<file path="src/rtl/pulse_period_meter.sv">
// Measures clk cycles between consecutive rising edges of pulse_in, with a one-cycle
// period strobe and a sticky timeout. Define PULSE_METER_SYNC_EN to add a 2-flop input synchronizer.
module pulse_period_meter #(
  parameter int unsigned      WIDTH   = 32,
  parameter logic [WIDTH-1:0] TIMEOUT = 32'd100000000
) (
  input  logic             clk,
  input  logic             rst_n,
  input  logic             en,
  input  logic             pulse_in,
  output logic [WIDTH-1:0] period_out,
  output logic             period_valid,
  output logic             timeout,
  output logic             busy
);

  typedef enum logic {
    IDLE    = 1'b0,
    MEASURE = 1'b1
  } state_t;

  state_t           state_q, state_d;
  logic [WIDTH-1:0] cnt_q, cnt_d;
  logic [WIDTH-1:0] period_q, period_d;
  logic             valid_q, valid_d;
  logic             timeout_q, timeout_d;
  logic             p_prev_q, p_prev_d;
  logic             p_cur;
  logic             rise;

`ifdef PULSE_METER_SYNC_EN
  logic sync1_q, sync1_d;
  logic sync2_q, sync2_d;

  always_comb begin
    sync1_d = pulse_in;
    sync2_d = sync1_q;
  end

  always_ff @(posedge clk or negedge rst_n) begin
    if (!rst_n) begin
      sync1_q <= 1'b0;
      sync2_q <= 1'b0;
    end else begin
      sync1_q <= sync1_d;
      sync2_q <= sync2_d;
    end
  end

  assign p_cur = sync2_q;
`else
  assign p_cur = pulse_in;
`endif

  // The input stage runs regardless of en, so re-enabling with pulse_in high is not a rise.
  assign p_prev_d = p_cur;
  assign rise     = p_cur & ~p_prev_q;

  always_comb begin
    state_d   = state_q;
    cnt_d     = cnt_q;
    period_d  = period_q;
    valid_d   = 1'b0;
    timeout_d = timeout_q;
    if (!en) begin
      state_d = IDLE;
      cnt_d   = '0;
    end else begin
      case (state_q)
        IDLE: begin
          cnt_d = '0;
          if (rise) begin
            state_d = MEASURE;
            cnt_d   = WIDTH'(1);
          end
        end
        MEASURE: begin
          // A rise landing on the timeout cycle still counts as a valid period of TIMEOUT.
          if (rise) begin
            period_d  = cnt_q;
            valid_d   = 1'b1;
            timeout_d = 1'b0;
            cnt_d     = WIDTH'(1);
          end else if (cnt_q == TIMEOUT) begin
            timeout_d = 1'b1;
            state_d   = IDLE;
            cnt_d     = '0;
          end else begin
            cnt_d = cnt_q + WIDTH'(1);
          end
        end
        default: begin
          state_d = IDLE;
          cnt_d   = '0;
        end
      endcase
    end
  end

  always_ff @(posedge clk or negedge rst_n) begin
    if (!rst_n) begin
      state_q   <= IDLE;
      cnt_q     <= '0;
      period_q  <= '0;
      valid_q   <= 1'b0;
      timeout_q <= 1'b0;
      p_prev_q  <= 1'b0;
    end else begin
      state_q   <= state_d;
      cnt_q     <= cnt_d;
      period_q  <= period_d;
      valid_q   <= valid_d;
      timeout_q <= timeout_d;
      p_prev_q  <= p_prev_d;
    end
  end

  assign period_out   = period_q;
  assign period_valid = valid_q;
  assign timeout      = timeout_q;
  assign busy         = (state_q == MEASURE);

endmodule

</file>
<file path="config.mk">
export PLATFORM = sky130hd
export DESIGN_NAME = pulse_period_meter
export DESIGN_NICKNAME = d
export VERILOG_FILES = /design/src/rtl/pulse_period_meter.sv
export SDC_FILE = /design/constraint.sdc
export NUM_CORES = 1
export LEC_CHECK = 0
export CAP_MARGIN = 20
export CORE_MARGIN = 2
export CORE_UTILIZATION = 41
export CTS_CLUSTER_DIAMETER = 150
export DETAILED_ROUTE_END_ITERATION = 6
export GPL_TIMING_DRIVEN = 0
export PLACE_DENSITY_LB_ADDON = 0.1
export SYNTH_ARGS = -nofsm -noshare
export SYNTH_HDL_FRONTEND = slang
export SYNTH_SLANG_ARGS = --single-unit
</file>
<file path="constraint.sdc">
create_clock -name clk -period 2.1 [get_ports clk]
set_clock_uncertainty 0.05 [all_clocks]
set_input_delay 0.63 -clock clk [delete_from_list [all_inputs] [get_ports clk]]
set_output_delay 0.63 -clock clk [all_outputs]
set_load 0.005 [all_outputs]
</file>
# Yosys cells after proc, flatten, opt, wreduce, memory -nomap -nowiden
# Cells that the tools add are included.
# word_totals
reg_bits,68
word_cells,28
out_inout_bits,35
# op_classes
n_bitwise,3
n_reduce_logical,3
n_addsub,1
n_mux,14
n_eq_ne,1
# ops
operator,count
32-bit 2-to-1 mux,3
32-bit case mux with 2 select lines,1
"32-bit by 1-bit adder with 32-bit output, second input constant",1
"32-bit by 27-bit equality test with 1-bit output, second input constant",1
1-bit 2-to-1 mux,9
3-bit AND reduction,2
1-bit NOT,2
1-bit case mux with 2 select lines,1
2-bit nonzero test,1
1-bit AND,1

# Depth between registers and ports, before layout
# Gate-level depths: netlist of the first run.
# depth
word_depth,5
mapped_depth,9

# Worst setup path before layout of the first run
# Ideal clock, no wire load.
# synth_path
kind,register to register
from,register cnt_q[0]
to,register cnt_q[27]
required_time_ns,1.924
setup_time_ns,0.126
arrival_ns,1.747
path_stages_with_launch,10
path_buffers,2
path_slack_ns,0.177
path_cell_list,dfrtp_1 -> inv_1 -> ha_1 -> nor4b_1 -> nand4_1 -> nor4_2 -> or3_1 -> clkbuf_1 -> buf_4 -> a21oi_1
# synth_via
elab_chain_len,5
elab_cells_between_ends,6
classes_between,add/sub: 1; eq/ne: 1; mux: 4
# synth_lines
item,line,text
start: declaration,23,"logic [WIDTH-1:0] cnt_q, cnt_d;"
start signal: assignment,110,cnt_q <= cnt_d;
32-bit by 1-bit adder with 32-bit output / 32-bit by 27-bit equality test with 1-bit output (equally long branches),"89, 84",
32-bit 2-to-1 mux *,84,end else if (cnt_q == TIMEOUT) begin
32-bit 2-to-1 mux *,79,if (rise) begin
32-bit case mux with 2 select lines *,69,case (state_q)
32-bit 2-to-1 mux *,65,if (!en) begin
via cnt_d[27],23,
# Mark *: on every way through the listed nets, which the timed path passes. The rest lies on a longest branch.
# A chain may end at the register's enable or synchronous reset.

# Final worst setup path of the first run
# layout_path
from,register cnt_q[0]
to,register cnt_q[22]
# Same word-level chain as after synthesis.

==> metrics, run 1 <==
status completed; initial antenna violation count 0; Leak Pwr 0.001698 uW; share of cells above drive strength 1 9.499%; grt total ovfl 0; R2R Setup Slk 0.10 ns; # setup viols final 0; setup TNS 0 ns; Cell Pwr Density 668.0 nW/um^2; final hold vios 0; Async SR Flop Fraction 100.0%; Flop pwr share 52.6%; Initial DRC Count 63; post-DR vias/cell 4.715; most common cell after layout, fill and taps aside nand2_1; Main synth FF type dfrtp_1; WS Path Type reg2reg; CP Max Fanout 10; dpl hpwl 4122 microns; Required @ worst endpoint 2.28 ns; Final min period 2.000 ns; global-route wire length before repair 10420 microns; Worst Path Buf+Inv 2; row cnt 31; Die Y-Extent 89.71 microns; Startpoint Class flop; Synth area leaders dfrtp_1 57%, nand2_1 13%, xnor2_1 5.2%; I/O Pins 39; syn avg cell area 9.324 sq um; Crit path largest cell delay 0.41 ns; vias 2254; Sink Count 68; delay-heaviest family, CP simple AND/OR/NAND/NOR gates; core area 7176 sq um; clock buffer depth 2; EDFF count, synth 0; Critical Path AT 2.18 ns; Tot Pwr 2518 uW; clock slew at reported path FFs 0.07 ns; Seq cells post-synth 68; Final ANT Viol Nets 0; Max Slew Vio Count 0; Ys Warns 0; DRT Wirelength 6168 microns; Netlist Area Pre-Place 3012 sq um; number of hold buffers added after CTS 0; Ant. Diodes 0; number of global-route vias before repair 2178; Syn-to-layout area delta 25.18%; RSZ-0062 raised after global routing false; clock root cell clkbuf_8; Num CTS Buffers 9; cell chain of the critical path inv_1 > ha_1 > nor4b_2 > nand4_1 > nor4_4 > or3_1 > buf_4 > nor2_1; post-synth top area share 56.50%; TritonCTS clock tree done; sequential area share after synthesis 56.50%; most frequent cells in the layout 103 x nand2_1, 68 x dfrtp_1, 37 x clkdlybuf4s50_1, 35 x nor2_1, 18 x xnor2_1; nets 381; Clk Latency, worst-skew pair 0.34 ns; Critical Path Start cnt_q[0]$_DFF_PN0_; Crit. End Element flop; largest area contributor in the netlist dfrtp_1; htree depth 3; port buffer count 38; Syn Nets 329; Int Pwr 1984 uW; Max-cap violations 0; worst vdd ir 0.4618 mV; Filler Cell Count 707; Reg2Reg Launch Point cnt_q[0]$_DFF_PN0_; Hold Crit Class in2async; DRC 0; wire per inst 12.90 microns; Crit-path slowest cell dfrtp_1; Initial Util 41.97%; routability cong. 0.7936; NetSw 533.9 uW; worst slew pin tran 0.8489 ns; Clk network pwr share 44.3%; period utilisation layout 95.22%; Combinational Power Share 3.1%; Cell variety after synth 30; sw frac 21.20%; die area 8047 sq um; Fmax achieved 500.1 MHz; DRT Pass-1 Iters 4; Rel. slew slack 43.41%; GR Util All Layers 16.27%; die width 89.71 microns; Post-Syn Instances 323; largest net degree at the start of global routing 69
[kinds of logic after synthesis]
group / synth area share (%)
AO/OA/AOI/OAI: 1.911
XOR/XNOR: 8.143
adder cells (fa/ha/maj): 0.8308
buffers and inverters: 3.739
flip-flops: 56.50
AND/OR/NAND/NOR: 28.87
[cell usage after synthesis, types with 4 or more instances]
cell type,instances
clkbuf_1,8
and3_1,4
buf_4,4
nor3_1,7
nand3_1,11
nand4_1,7
nand2_1,103
inv_1,7
nor2_1,35
o21ai_0,7
dfrtp_1,68
xor2_1,10
nor4_1,9
xnor2_1,18
[repair_timing]
| action | 4_1_cts | 5_1_grt |
|---|---|---|
| setup endpoints to repair | 61 | 62 |
| endpoints found under the hold margin | 0 | 0 |
| pin swaps | 1 | 2 |
| cloned | 0 | 0 |
| resized for setup | 5 | 2 |
| setup buffers | 1 | 3 |
[final cells by class]
class                           instances  area, sq um  area share (%)
Buffer                                 15        90.09           2.390
Sequential cell                        68         1702           45.14
Clock buffer                           14        172.7           4.580
Clock inverter                          1        30.03          0.7965
Inverter                                7        26.28          0.6970
Multi-Input combinational cell        232         1217           32.29
Timing Repair Buffer                   42        407.9           10.82
Tap cell                               99        123.9           3.286
[registers in the layout (all words and copies together), names as in the netlist]
register	cells
timeout	1
cnt_q	32
p_prev_q	1
period_valid	1
period_out	32
busy	1
[per-stage QoR]
step           worst slack [ns]  util [%]  hold slack, ns  instances  area [sq um]
2_1_floorplan            0.1771         -          0.2844        323          3012
3_3_place_gp             -1.999     49.00          0.4076        460          3516
3_5_place_dp            -0.5357     48.96          0.4114        460          3513
4_1_cts                 0.01924     52.15          0.3792        476          3742
5_1_grt                0.003426     52.54          0.4229        478          3770
6_report                 0.1003     52.54          0.3420        478          3770
[power by group through the flow]
stage,registers (uW),clock network [uW],logic (uW)
final,1320,1120,78.5
after global routing,1320,1200,89.5
after CTS,1320,1140,81.8
after detailed placement,1350,0,80.6
after global placement,1350,0,81.0
after floorplan,1350,0,26.1
[layer usage]
metal / up-vias / wire length [microns] / GRT usage, %
met5: - / 0 / 0
met4: 0 / 127 / 8.077
met3: 8 / 169 / 2.850
met2: 36 / 2900 / 26.39
met1: 1057 / 2971 / 21.17
li1: 1153 / - / -
[final timing paths]
path,end,cells after the start
worst max-delay path,cnt_q[22]$_DFF_PN0_,8
max in group asynchronous,cnt_q[24]$_DFF_PN0_,1
worst min register to register,period_out[12]$_DFFE_PN0P_,2
min in group clk,period_out[12]$_DFFE_PN0P_,2
worst max register to register,cnt_q[22]$_DFF_PN0_,8
worst min-delay path,period_out[2]$_DFFE_PN0P_,1
Note: power is estimated with default switching activity, not from simulation.
==> run 2: changes to the inputs <==
Settings changed: CTS_CLUSTER_DIAMETER 150 to not set.
==> results of run 2 <==
Same layout as run 1: the final DEF is identical, and so are final timing and power.
==> run 3: changes to the inputs <==
Settings changed: CORE_UTILIZATION 41 to 55.
==> metrics, run 3 (synthesis gave the netlist of run 1 again) <==
Final min period 1.969 ns; Fmax achieved 507.8 MHz; die width 78 microns; Cell Pwr Density 626.2 nW/um^2; Die Y-Extent 78 microns; Startpoint Class flop; GR Util All Layers 22.54%; worst slew pin tran 0.8313 ns; vias 2319; clock slew at reported path FFs 0.07 ns; status completed; wire per inst 13.91 microns; core area 5205 sq um; largest net degree at the start of global routing 69; Num CTS Buffers 9; Ant. Diodes 0; DRT Wirelength 6261 microns; Crit path largest cell delay 0.53 ns; Sink Count 68; die area 6084 sq um; number of hold buffers added after CTS 0; # setup viols final 0; Required @ worst endpoint 1.42 ns; Post-Route Utilization 71.39%; initial antenna violation count 0; nets 381; Initial Util 57.86%; Crit-path slowest cell clkdlybuf4s50_1; Max-cap violations 0; Crit. End Element output pin; most frequent cells in the layout 102 x nand2_1, 65 x dfrtp_1, 37 x clkdlybuf4s50_1, 35 x nor2_1, 18 x xnor2_1; Worst Path Buf+Inv 1; share of cells above drive strength 1 11.05%; routability cong. 0.8003; delay-heaviest family, CP buffers and inverters; Clk Latency, worst-skew pair 0.34 ns; Final ANT Viol Nets 0; dpl hpwl 4098 microns; Leak Pwr 0.001677 uW; Rel. slew slack 44.58%; row cnt 26; Max Slew Vio Count 0; Syn-to-layout area delta 23.39%; global-route wire length before repair 10780 microns; CP Max Fanout 4; DRC 0; I/O Pins 39; htree depth 3; post-DR vias/cell 5.153; DRT Pass-1 Iters 4; Critical Path AT 1.29 ns; Tot Pwr 2327 uW; TritonCTS clock tree done; period utilisation layout 93.78%; worst vdd ir 0.4148 mV; number of global-route vias before repair 2345; clock root cell clkbuf_8; WS Path Type reg2out; port buffer count 38; most common cell after layout, fill and taps aside nand2_1; Hold Crit Class in2async; grt total ovfl 0; final hold vios 0; setup TNS 0 ns; clock buffer depth 2; cell chain of the critical path clkdlybuf4s50_1; Initial DRC Count 124
run 3: changes by cell type in the layout (fill, tap and decap cells not counted), sizes merged:
cell	previous run	this run
clkinv	0	2
bufinv	1	0
run 3: where the power goes:
part | switching [uW] | leakage, uW | total, uW | internal (uW)
registers | 6.14 | 0.000941 | 1320 | 1320
logic | 53.2 | 0.000652 | 78.6 | 25.4
clock network | 465 | 0.0000844 | 924 | 460
run 3: layout make-up:
| type | instances | area, sq um |
|---|---|---|
| Inverter | 7 | 26.28 |
| Fill cell | 416 | 1489 |
| Sequential cell | 68 | 1705 |
| Clock inverter | 2 | 10.01 |
| Multi-Input combinational cell | 232 | 1239 |
| Timing Repair Buffer | 42 | 407.9 |
| Clock buffer | 14 | 152.6 |
| Tap cell | 70 | 87.58 |
| Buffer | 15 | 87.58 |
run 3: timing repair:
item,4_1_cts,5_1_grt
pin swaps,1,1
resized for setup,6,9
setup buffers,1,3
setup endpoints to repair,62,35
run 3: path summary, 6_finish.rpt:
path / cells after the start / slack (ns) / to / from
max: 1 / 0.13 / busy / busy$_DFF_PN0_
min: 1 / 0.35 / period_out[0]$_DFFE_PN0P_ / rst_n
max reg2reg: 6 / 0.13 / cnt_q[31]$_DFF_PN0_ / cnt_q[5]$_DFF_PN0_
min reg2reg: 2 / 0.42 / period_out[3]$_DFFE_PN0P_ / period_out[3]$_DFFE_PN0P_
max in group asynchronous: 1 / 1.06 / cnt_q[9]$_DFF_PN0_ / rst_n
min in group clk: 2 / 0.42 / period_out[3]$_DFFE_PN0P_ / period_out[3]$_DFFE_PN0P_
run 3: layer usage:
layer | part of all wire [%] | vias up | wire length (microns) | GRT usage, %
met4 | 1.3 | 0 | 80 | 9.123
met5 | 0 | - | 0 | 0
met2 | 48 | 50 | 3011 | 34.66
li1 | - | 1154 | - | -
met3 | 4.3 | 9 | 269 | 4.186
met1 | 46 | 1106 | 2899 | 31.78
run 3: through the flow:
step           instances  cell area, sq um  worst slack, ns  hold WS [ns]
6_report             450              3716           0.1305        0.3536
2_1_floorplan        323              3012           0.1771        0.2844
5_1_grt              450              3716       -0.0008211        0.4250
3_5_place_dp         431              3477          -0.5299        0.4117
4_1_cts              448              3671          0.04425        0.3801
3_3_place_gp         431              3480           -1.870        0.4068
